===== config.mk =====
export PLATFORM = sky130hd
export DESIGN_NAME = debounce_bank
export DESIGN_NICKNAME = d
export VERILOG_FILES = /design/src/rtl/debounce_pkg.sv /design/src/rtl/debounce_channel.sv /design/src/rtl/debounce_bank.sv
export SDC_FILE = /design/constraint.sdc
export NUM_CORES = 1
export LEC_CHECK = 0
export CELL_PAD_IN_SITES_DETAIL_PLACEMENT = 1
export CELL_PAD_IN_SITES_GLOBAL_PLACEMENT = 1
export CORE_MARGIN = 8
export CORE_UTILIZATION = 49
export CTS_BUF_LIST = sky130_fd_sc_hd__clkbuf_4 sky130_fd_sc_hd__clkbuf_8 sky130_fd_sc_hd__clkbuf_16
export CTS_CLUSTER_SIZE = 24
export DETAILED_ROUTE_END_ITERATION = 10
export PLACE_DENSITY = 0.91
export SYNTH_ARGS = -nofsm -noshare
export SYNTH_HDL_FRONTEND = slang
export SYNTH_SLANG_ARGS = --single-unit

===== constraint.sdc =====
create_clock -name clock -period 3.8 [get_ports clock]
set_input_delay 0.76 -clock clock [delete_from_list [all_inputs] [get_ports clock]]
set_output_delay 0.76 -clock clock [all_outputs]
set_load 0.1 [all_outputs]

===== src/rtl/debounce_pkg.sv =====
// Shared constants and state encoding for the multi-channel debouncer.
// Imported by debounce_channel and debounce_bank.
package debounce_pkg;

    typedef enum logic {
        ST_STABLE  = 1'b0,
        ST_PENDING = 1'b1
    } deb_state_e;

    localparam int DEB_CHANNELS_DEFAULT = 4;
    localparam int DEB_STABLE_DEFAULT   = 16;
    localparam int DEB_SYNC_DEFAULT     = 2;

    // Counter width large enough to hold 0..stable_cycles.
    function automatic int deb_cnt_width(input int stable_cycles);
        return $clog2(stable_cycles + 1);
    endfunction

endpackage


===== src/rtl/debounce_channel.sv =====
// One debounce lane: synchroniser chain, stability counter and commit FSM.
// out changes only after the synchronised input differs for STABLE_CYCLES ticks.
//
//   state      | meaning
//   -----------+-----------------------------------------------------------
//   ST_STABLE  | synchronised input matches out; counter idle at 0
//   ST_PENDING | input differs from out; cnt counts consecutive differing ticks
module debounce_channel
    import debounce_pkg::*;
#(
    parameter int STABLE_CYCLES = DEB_STABLE_DEFAULT,
    parameter int SYNC_STAGES   = DEB_SYNC_DEFAULT
) (
    input  logic clock,
    input  logic nreset,
    input  logic din,
    input  logic tick,
    output logic dout,
    output logic rise,
    output logic fall
);

    localparam int               CNT_W    = deb_cnt_width(STABLE_CYCLES);
    localparam logic [CNT_W-1:0] CNT_LAST = CNT_W'(STABLE_CYCLES - 1);
    localparam logic [CNT_W-1:0] CNT_ONE  = CNT_W'(1);

    logic [SYNC_STAGES-1:0] sync_q;
    logic                   sync;
    deb_state_e             state_q, state_d;
    logic [CNT_W-1:0]       cnt_q, cnt_d;
    logic                   out_q, out_d;
    logic                   rise_q, rise_d;
    logic                   fall_q, fall_d;
    logic                   commit;

    // Synchroniser runs every clock, independent of tick.
    always_ff @(posedge clock or negedge nreset) begin
        if (!nreset) begin
            sync_q <= '0;
        end else begin
            sync_q <= {sync_q[SYNC_STAGES-2:0], din};
        end
    end

    assign sync = sync_q[SYNC_STAGES-1];

    always_ff @(posedge clock or negedge nreset) begin
        if (!nreset) begin
            state_q <= ST_STABLE;
            cnt_q   <= '0;
            out_q   <= 1'b0;
            rise_q  <= 1'b0;
            fall_q  <= 1'b0;
        end else begin
            state_q <= state_d;
            cnt_q   <= cnt_d;
            out_q   <= out_d;
            rise_q  <= rise_d;
            fall_q  <= fall_d;
        end
    end

    always_comb begin
        state_d = state_q;
        cnt_d   = cnt_q;
        commit  = 1'b0;
        if (tick) begin
            case (state_q)
                ST_STABLE: begin
                    if (sync != out_q) begin
                        // A single required tick means the first differing sample commits.
                        if (STABLE_CYCLES == 1) begin
                            commit = 1'b1;
                        end else begin
                            state_d = ST_PENDING;
                            cnt_d   = CNT_ONE;
                        end
                    end else begin
                        cnt_d = '0;
                    end
                end
                ST_PENDING: begin
                    if (sync == out_q) begin
                        state_d = ST_STABLE;
                        cnt_d   = '0;
                    end else if (cnt_q == CNT_LAST) begin
                        commit = 1'b1;
                    end else begin
                        cnt_d = cnt_q + CNT_ONE;
                    end
                end
                default: begin
                    state_d = ST_STABLE;
                    cnt_d   = '0;
                end
            endcase
            if (commit) begin
                state_d = ST_STABLE;
                cnt_d   = '0;
            end
        end
    end

    assign out_d  = commit ? sync : out_q;
    assign rise_d = commit & sync;
    assign fall_d = commit & ~sync;

    assign dout = out_q;
    assign rise = rise_q;
    assign fall = fall_q;

endmodule


===== src/rtl/debounce_bank.sv =====
// Multi-channel debouncer for raw buttons/switches with per-channel edge pulses.
// Channels are independent; the top only fans out clock, reset and tick.
module debounce_bank
    import debounce_pkg::*;
#(
    parameter int CHANNELS      = DEB_CHANNELS_DEFAULT,
    parameter int STABLE_CYCLES = DEB_STABLE_DEFAULT,
    parameter int SYNC_STAGES   = DEB_SYNC_DEFAULT
) (
    input  logic                clock,
    input  logic                nreset,
    input  logic [CHANNELS-1:0] in,
    input  logic                tick,
    output logic [CHANNELS-1:0] out,
    output logic [CHANNELS-1:0] rise,
    output logic [CHANNELS-1:0] fall
);

    for (genvar i = 0; i < CHANNELS; i++) begin : g_ch
        debounce_channel #(
            .STABLE_CYCLES (STABLE_CYCLES),
            .SYNC_STAGES   (SYNC_STAGES)
        ) u_ch (
            .clock  (clock),
            .nreset (nreset),
            .din    (in[i]),
            .tick   (tick),
            .dout   (out[i]),
            .rise   (rise[i]),
            .fall   (fall[i])
        );
    end

endmodule

==> results of run 1 <==
-- cells in the mapped netlist, drive strengths merged, types with 4 or more instances --
cell type  number
nand3           9
dfrtp          44
ha              8
nand2          11
xnor2           4
buf            16
o22ai           5
inv             9
nor3b           8
o21ai           5
o2bb2ai         9
mux2i           4
and3            4
a22o            4
mux2            4
nor2b           4
-- power by group --
part	total (W)	switching [W]	internal, W
registers	0.000500	0.0000166	0.000484
clock network	0.000353	0.000158	0.000194
logic	0.0000639	0.0000382	0.0000257
-- area by class of cell --
type	count	area, µm²
Multi-Input combinational cell	102	761
Clock buffer	5	68.8
Timing Repair Buffer	19	183
Fill cell	420	1720
Clock inverter	3	42.5
Sequential cell	44	1100
Inverter	10	37.5
Tap cell	50	62.6
-- logic make-up after synthesis --
logic type               count (synthesis)
XOR/XNOR                                 5
buffers and inverters                   26
adder cells (fa/ha/maj)                  8
AND/OR/NAND/NOR                         48
flip-flops                              44
multiplexers                             8
AO/OA/AOI/OAI                           33
-- per-stage QoR --
stage	util, %	hold WS (ps)	cells	setup WS [ps]	total power, W
after floorplan	-	331	172	2150	0.000544
after global placement	54.0	332	225	1300	0.000566
after CTS	56.8	355	233	1130	0.000929
final	56.8	354	233	1140	0.000917
after detailed placement	54.0	336	225	1180	0.000574
after global routing	56.8	359	233	1070	0.000956
-- state kept, by name, summed over array words and instances (netlist names) --
register and cells:
g_ch.u_ch.cnt_q 20, g_ch.u_ch.state_q 4, g_ch.u_ch.dout 4, g_ch.u_ch.rise 4, g_ch.u_ch.sync_q 8, g_ch.u_ch.fall 4
-- path summary, 6_finish.rpt --
| check | startpoint | to | slack (ps) |
|---|---|---|---|
| worst max-delay path | g_ch[1].u_ch.dout | out[1] | 1140 |
| worst min-delay path | g_ch[2].u_ch.sync_q[0] | g_ch[2].u_ch.sync_q[1] | 350 |
| worst max register to register | g_ch[2].u_ch.cnt_q[0] | g_ch[2].u_ch.cnt_q[1] | 1970 |
| worst min register to register | g_ch[2].u_ch.sync_q[0] | g_ch[2].u_ch.sync_q[1] | 350 |
| max in group asynchronous | nreset | g_ch[3].u_ch.rise | 2590 |
| min in group asynchronous | nreset | g_ch[1].u_ch.fall | 610 |
-- routing by layer --
layer	GRT usage (%)	vias to the layer above	share of wire, %
li1	-	625	-
met1	15.7	666	43
met2	25.0	14	52
met3	4.05	7	2.7
met4	5.82	0	1.9
met5	0	-	0
==> summary.md, run 1 <==
| Metric | Value |
|---|---|
| # IOs | `19` |
| Post-route DRC violation count | `0` |
| Count of final setup violators | `0` |
| CP Launch Type | `flip-flop` |
| Min Tclk post-route | `between 2000 and 3000 ps` |
| WL per Instance | `17.3 µm` |
| Pins Over Slew Limit | `0` |
| Area leader, netlist | `dfrtp_1` |
| Ys async rst share | `100%` |
| Antenna diodes | `0` |
| Worst-path clk slew | `90 ps` |
| Maximum vdd ir drop | `0.303 mV` |
| Post-Synth Adder-Cell Area | `roughly 5%` |
| Cell Area, Placed | `approximately 2100 µm²` |
| CTS Buf Count | `5` |
| Mux cell area share after synthesis | `4.23%` |
| Top cell type's share of synthesized area | `54.8%` |
| Pwr dens | `approximately 410 nW/µm²` |
| Clk_lat worst skew | `300 ps` |
| Largest net degree at the start of global routing | `45` |
| Root Driver | `clkbuf_8` |
| Leak pwr | `1.00 nW` |
| Total track usage | `14.2%` |
| EDFF count, synth | `0` |
| CP Max Fanout | `5` |
| Die width | `80.0 µm` |
| Mapped Area | `2010 µm²` |
| # H-tree levels | `2` |
| Most common cell after layout, fill and taps aside | `dfrtp_1` |
| GR Overflow Total | `0` |
| Resized cells post-CTS | `0` |
| Most frequent cells in the layout | `44 x dfrtp_1, 17 x clkdlybuf4s50_1, 11 x nand2_1` |
| CTS tree | `yes` |
| Max Fclk | `~0.38 GHz` |
| Crit-path cells | `clkdlybuf4s50_1` |
| Post-synthesis compound-gate area fraction | `12.1%` |
| Worst hold path class | `flip-flop to flip-flop` |
| Maximum root-to-sink buffer count | `2` |
| Unique masters post-synth | `32` |
| TNS Setup | `0 ps` |
| Worst path arrival time | `1900 ps` |
| Largest family of logic cells by synthesized area | `simple AND/OR/NAND/NOR gates` |
| R2R cell count | `6` |
| Syn_nets | `roughly 190` |
| Final HPWL from detailed placement | `2.87 mm` |
| Area Growth Syn to Fin | `12.3%` |
| Seq/Total Area, Yosys | `around 55%` |
| Family with the most delay on the worst path | `buffers and inverters` |
| Vias post-DR | `between 1000 and 1500` |
| Nets | `between 150 and 200` |
| Final hold violations | `0` |
| Avg Synthesized Cell Area | `11.7 µm²` |
| TritonRoute pass-1 iters | `4` |
| Buffers and inverters on the worst path | `1` |
| Status | `finished, final reports clean` |
| CORE AREA | `3970 µm²` |
| Slew headroom | `between 30% and 40%` |
| Rows | `23` |
| Crit end category | `output pin` |
| YS warnings | `0` |
| CTS Sinks | `44` |
| CP peak stage delay | `1170 ps` |
| Tcrit/Tclk final | `70.0%` |
| Post-route cell area | `~2300 µm²` |
| Synth Flop Type | `dfrtp_1` |
| Final WL | `4.03 mm` |
| DR iter-0 viols | `82` |
| Routed Antenna Nets | `0` |
| Vias per cell | `around 5.6` |
| Global-route wire length before repair | `7.12 mm` |
| Worst path depth | `1` |
| GPL Wtd Cong | `0.769` |
| CP max-delay cell | `clkdlybuf4s50_1` |
| Worst Setup Path Type | `flip-flop to output pin` |
| Simple-gate share of the synthesized area | `14.3%` |
| FF+latch count, synth | `44` |
| Initial antenna violation count | `0` |
| Post-CTS Repair Setup Buffers | `0` |
| Worst-Margin Slew | `1000 ps` |
| DIE AREA | `between 6000 and 7000 µm²` |
| Cell count after synthesis | `between 150 and 200` |
| Hold path depth | `0` |
| Largest cells by area after synthesis | `dfrtp_1 55%, ha_1 5.0%, buf_4 4.5%, o2bb2ai_1 3.9%, nor3b_1 3.0%` |
| I/O Buffers | `18` |
| RSZ-0062 raised after global routing | `no` |
| Fin Clk Skew | `9.20 ps` |
| Number of global-route vias before repair | `1464` |
| Hold_buf cts | `0` |
| WP data required | `approximately 3000 ps` |
| Share of layout cells above drive strength 1 | `8.74%` |
| Starting density of the core | `between 50% and 60%` |
| Die Height | `80.0 µm` |
| Max-Cap Viols | `0` |
| Xor/xnor share of the synthesized area | `2.18%` |
Note: power is estimated with default switching activity, not from simulation.
==> inputs of run 2 (changes only) <==
- CORE_UTILIZATION: 49 -> 41
- PLACE_DENSITY: 0.91 -> 0.82
- clock period: 3.8 -> 2.25 ns (I/O delays scaled with it)
==> run 2 against run 1 <==
Combinational power increased by 82%. Via count increased by 1.5%. Design area increased by 1.5%. Power increased by 71%. First-iteration DRC count decreased by 44%. Critical path type is now flip-flop to flip-flop. Largest cell class unchanged. Largest power group unchanged.
==> summary.md, run 2 (synthesis results as in run 1) <==
| Metric | Value |
|---|---|
| CTS tree | `yes` |
| Worst Setup Path Type | `flip-flop to flip-flop` |
| Total track usage | `between 10% and 20%` |
| Nets | `201` |
| Tcrit/Tclk final | `81.2%` |
| Final HPWL from detailed placement | `2.95 mm` |
| Post-route insts no fill | `about 250` |
| TNS Setup | `0 ps` |
| Tot Pwr | `0.00156 W` |
| Fin Clk Skew | `9.05 ps` |
| FILL cells | `509` |
| Pwr dens | `683 nW/µm²` |
| TritonRoute pass-1 iters | `4` |
| Worst-Margin Slew | `between 500 and 600 ps` |
| Global-route wire length before repair | `7.19 mm` |
| Cell Area, Placed | `between 2000 and 2500 µm²` |
| Share of layout cells above drive strength 1 | `17.1%` |
| Initial antenna violation count | `0` |
| Vias post-DR | `1332` |
| Setup slack, reg-to-reg | `420 ps` |
| DR iter-0 viols | `46` |
| Post-CTS Repair Setup Buffers | `0` |
| CTS Sinks | `44` |
| Slew headroom | `64.7%` |
| Leak pwr | `1.05 nW` |
| Largest net degree at the start of global routing | `24` |
| DP Cell Count | `246` |
| Resized cells post-CTS | `0` |
| Max Fclk | `roughly 0.55 GHz` |
| Min Tclk post-route | `1830 ps` |
| CORE AREA | `between 4000 and 5000 µm²` |
| Number of global-route vias before repair | `1512` |
| Count of final setup violators | `0` |
| Die Height | `86.0 µm` |
| Most common cell after layout, fill and taps aside | `dfrtp_1` |
| Routed Antenna Nets | `0` |
| I/O Buffers | `18` |
| Status | `finished, final reports clean` |
| Area Growth Syn to Fin | `13.9%` |
| Hold_buf cts | `0` |
| WL per Instance | `roughly 16 µm` |
| Clk_lat worst skew | `approximately 300 ps` |
| Root Driver | `clkbuf_8` |
| Rows | `25` |
| Worst path arrival time | `2050 ps` |
| GPL Wtd Cong | `0.739` |
| Post-route cell area | `2290 µm²` |
| Die width | `86.0 µm` |
| Reg with most FFs | `g_ch.u_ch.cnt_q` |
| Final WL | `4.05 mm` |
| # IOs | `19` |
| Worst hold path class | `primary input to async pin` |
| Final hold violations | `0` |
| Crit end category | `flip-flop` |
| CTS Buf Count | `5` |
| Starting density of the core | `42.5%` |
| Biggest registers after layout | `g_ch.u_ch.cnt_q (20), g_ch.u_ch.sync_q (8)` |
| CP Max Fanout | `6` |
| Worst reg2reg path startpoint | `g_ch[0].u_ch.cnt_q[0]` |
| Worst-path clk slew | `around 80 ps` |
| Antenna diodes | `0` |
| RSZ-0062 raised after global routing | `no` |
| DIE AREA | `7400 µm²` |
| Pins Over Slew Limit | `0` |
| Maximum root-to-sink buffer count | `2` |
| R2R cell count | `5` |
| Post-route DRC violation count | `0` |
| Reg-to-Reg End | `g_ch[0].u_ch.cnt_q[4]` |
| # H-tree levels | `2` |
| Most frequent cells in the layout | `44 x dfrtp_1, 16 x buf_4, 11 x nand2_1` |
| Max-Cap Viols | `0` |
| CP startpoint | `g_ch[0].u_ch.cnt_q[0]` |
| GR Overflow Total | `0` |
| Maximum vdd ir drop | `0.382 mV` |
| WP data required | `about 2500 ps` |
| Vias per cell | `5.24` |
| CP Launch Type | `flip-flop` |
| Max reg flops | `20` |
==> run 2: changes by cell type in the layout (fill, tap and decap cells not counted), sizes merged <==
cell           delta
buf              +16
clkdlybuf4s50    -12
clkbuf            +1
clkinvlp          -1
==> run 2: how the worst max path moves through the flow <==
stage / endpoint / slack [ps]
3_3_place_gp: g_ch[0].u_ch.dout / 510
4_1_cts: g_ch[0].u_ch.cnt_q[4] / 440
3_5_place_dp: g_ch[2].u_ch.dout / 450
6_report: g_ch[0].u_ch.cnt_q[4] / 420
5_1_grt: g_ch[2].u_ch.cnt_q[2] / 260
2_1_floorplan: g_ch[0].u_ch.cnt_q[4] / 600
==> run 2: worst max-delay path, cell delays in order, from the launching register on <==
cell and delay (ps):
dfrtp_1 420, ha_1 250, and3_1 190, ha_1 260
or4_1 540, o21ai_0 90
==> run 2: final cells by class <==
class | instances | area, µm² | area share, %
flip-flops and latches | 44 | 1100 | 48.1
clock buffers | 6 | 76.3 | 3.33
inverters | 10 | 37.5 | 1.64
repair buffers | 23 | 195 | 8.52
well taps | 67 | 83.8 | 3.66
multi-input cells | 102 | 761 | 33.2
clock inverters | 2 | 35.0 | 1.53
==> run 2: power by group <==
group	switching (W)	internal, W	leakage (nW)
combinational	0.0000649	0.0000507	0.413
sequential	0.0000278	0.000817	0.582
clock	0.000262	0.000342	0.0586
==> run 2: metal layers <==
metal  vias to the layer above  share of wire [%]  global-route usage (%)
met3                         5                4.3                    4.39
met2                        20                 52                    21.3
met5                         -                  0                       0
met4                         0                1.0                    4.62
li1                        630                  -                       -
met1                       677                 43                    13.6
==> run 2: stage by stage <==
stage / worst slack [ps] / hold slack [ps] / utilization, %
floorplan: 597 / 154 / -
global placement: 505 / 335 / 46.1
detailed placement: 448 / 337 / 46.1
CTS: 436 / 126 / 48.5
global route: 258 / 134 / 48.5
finish: 423 / 113 / 48.5
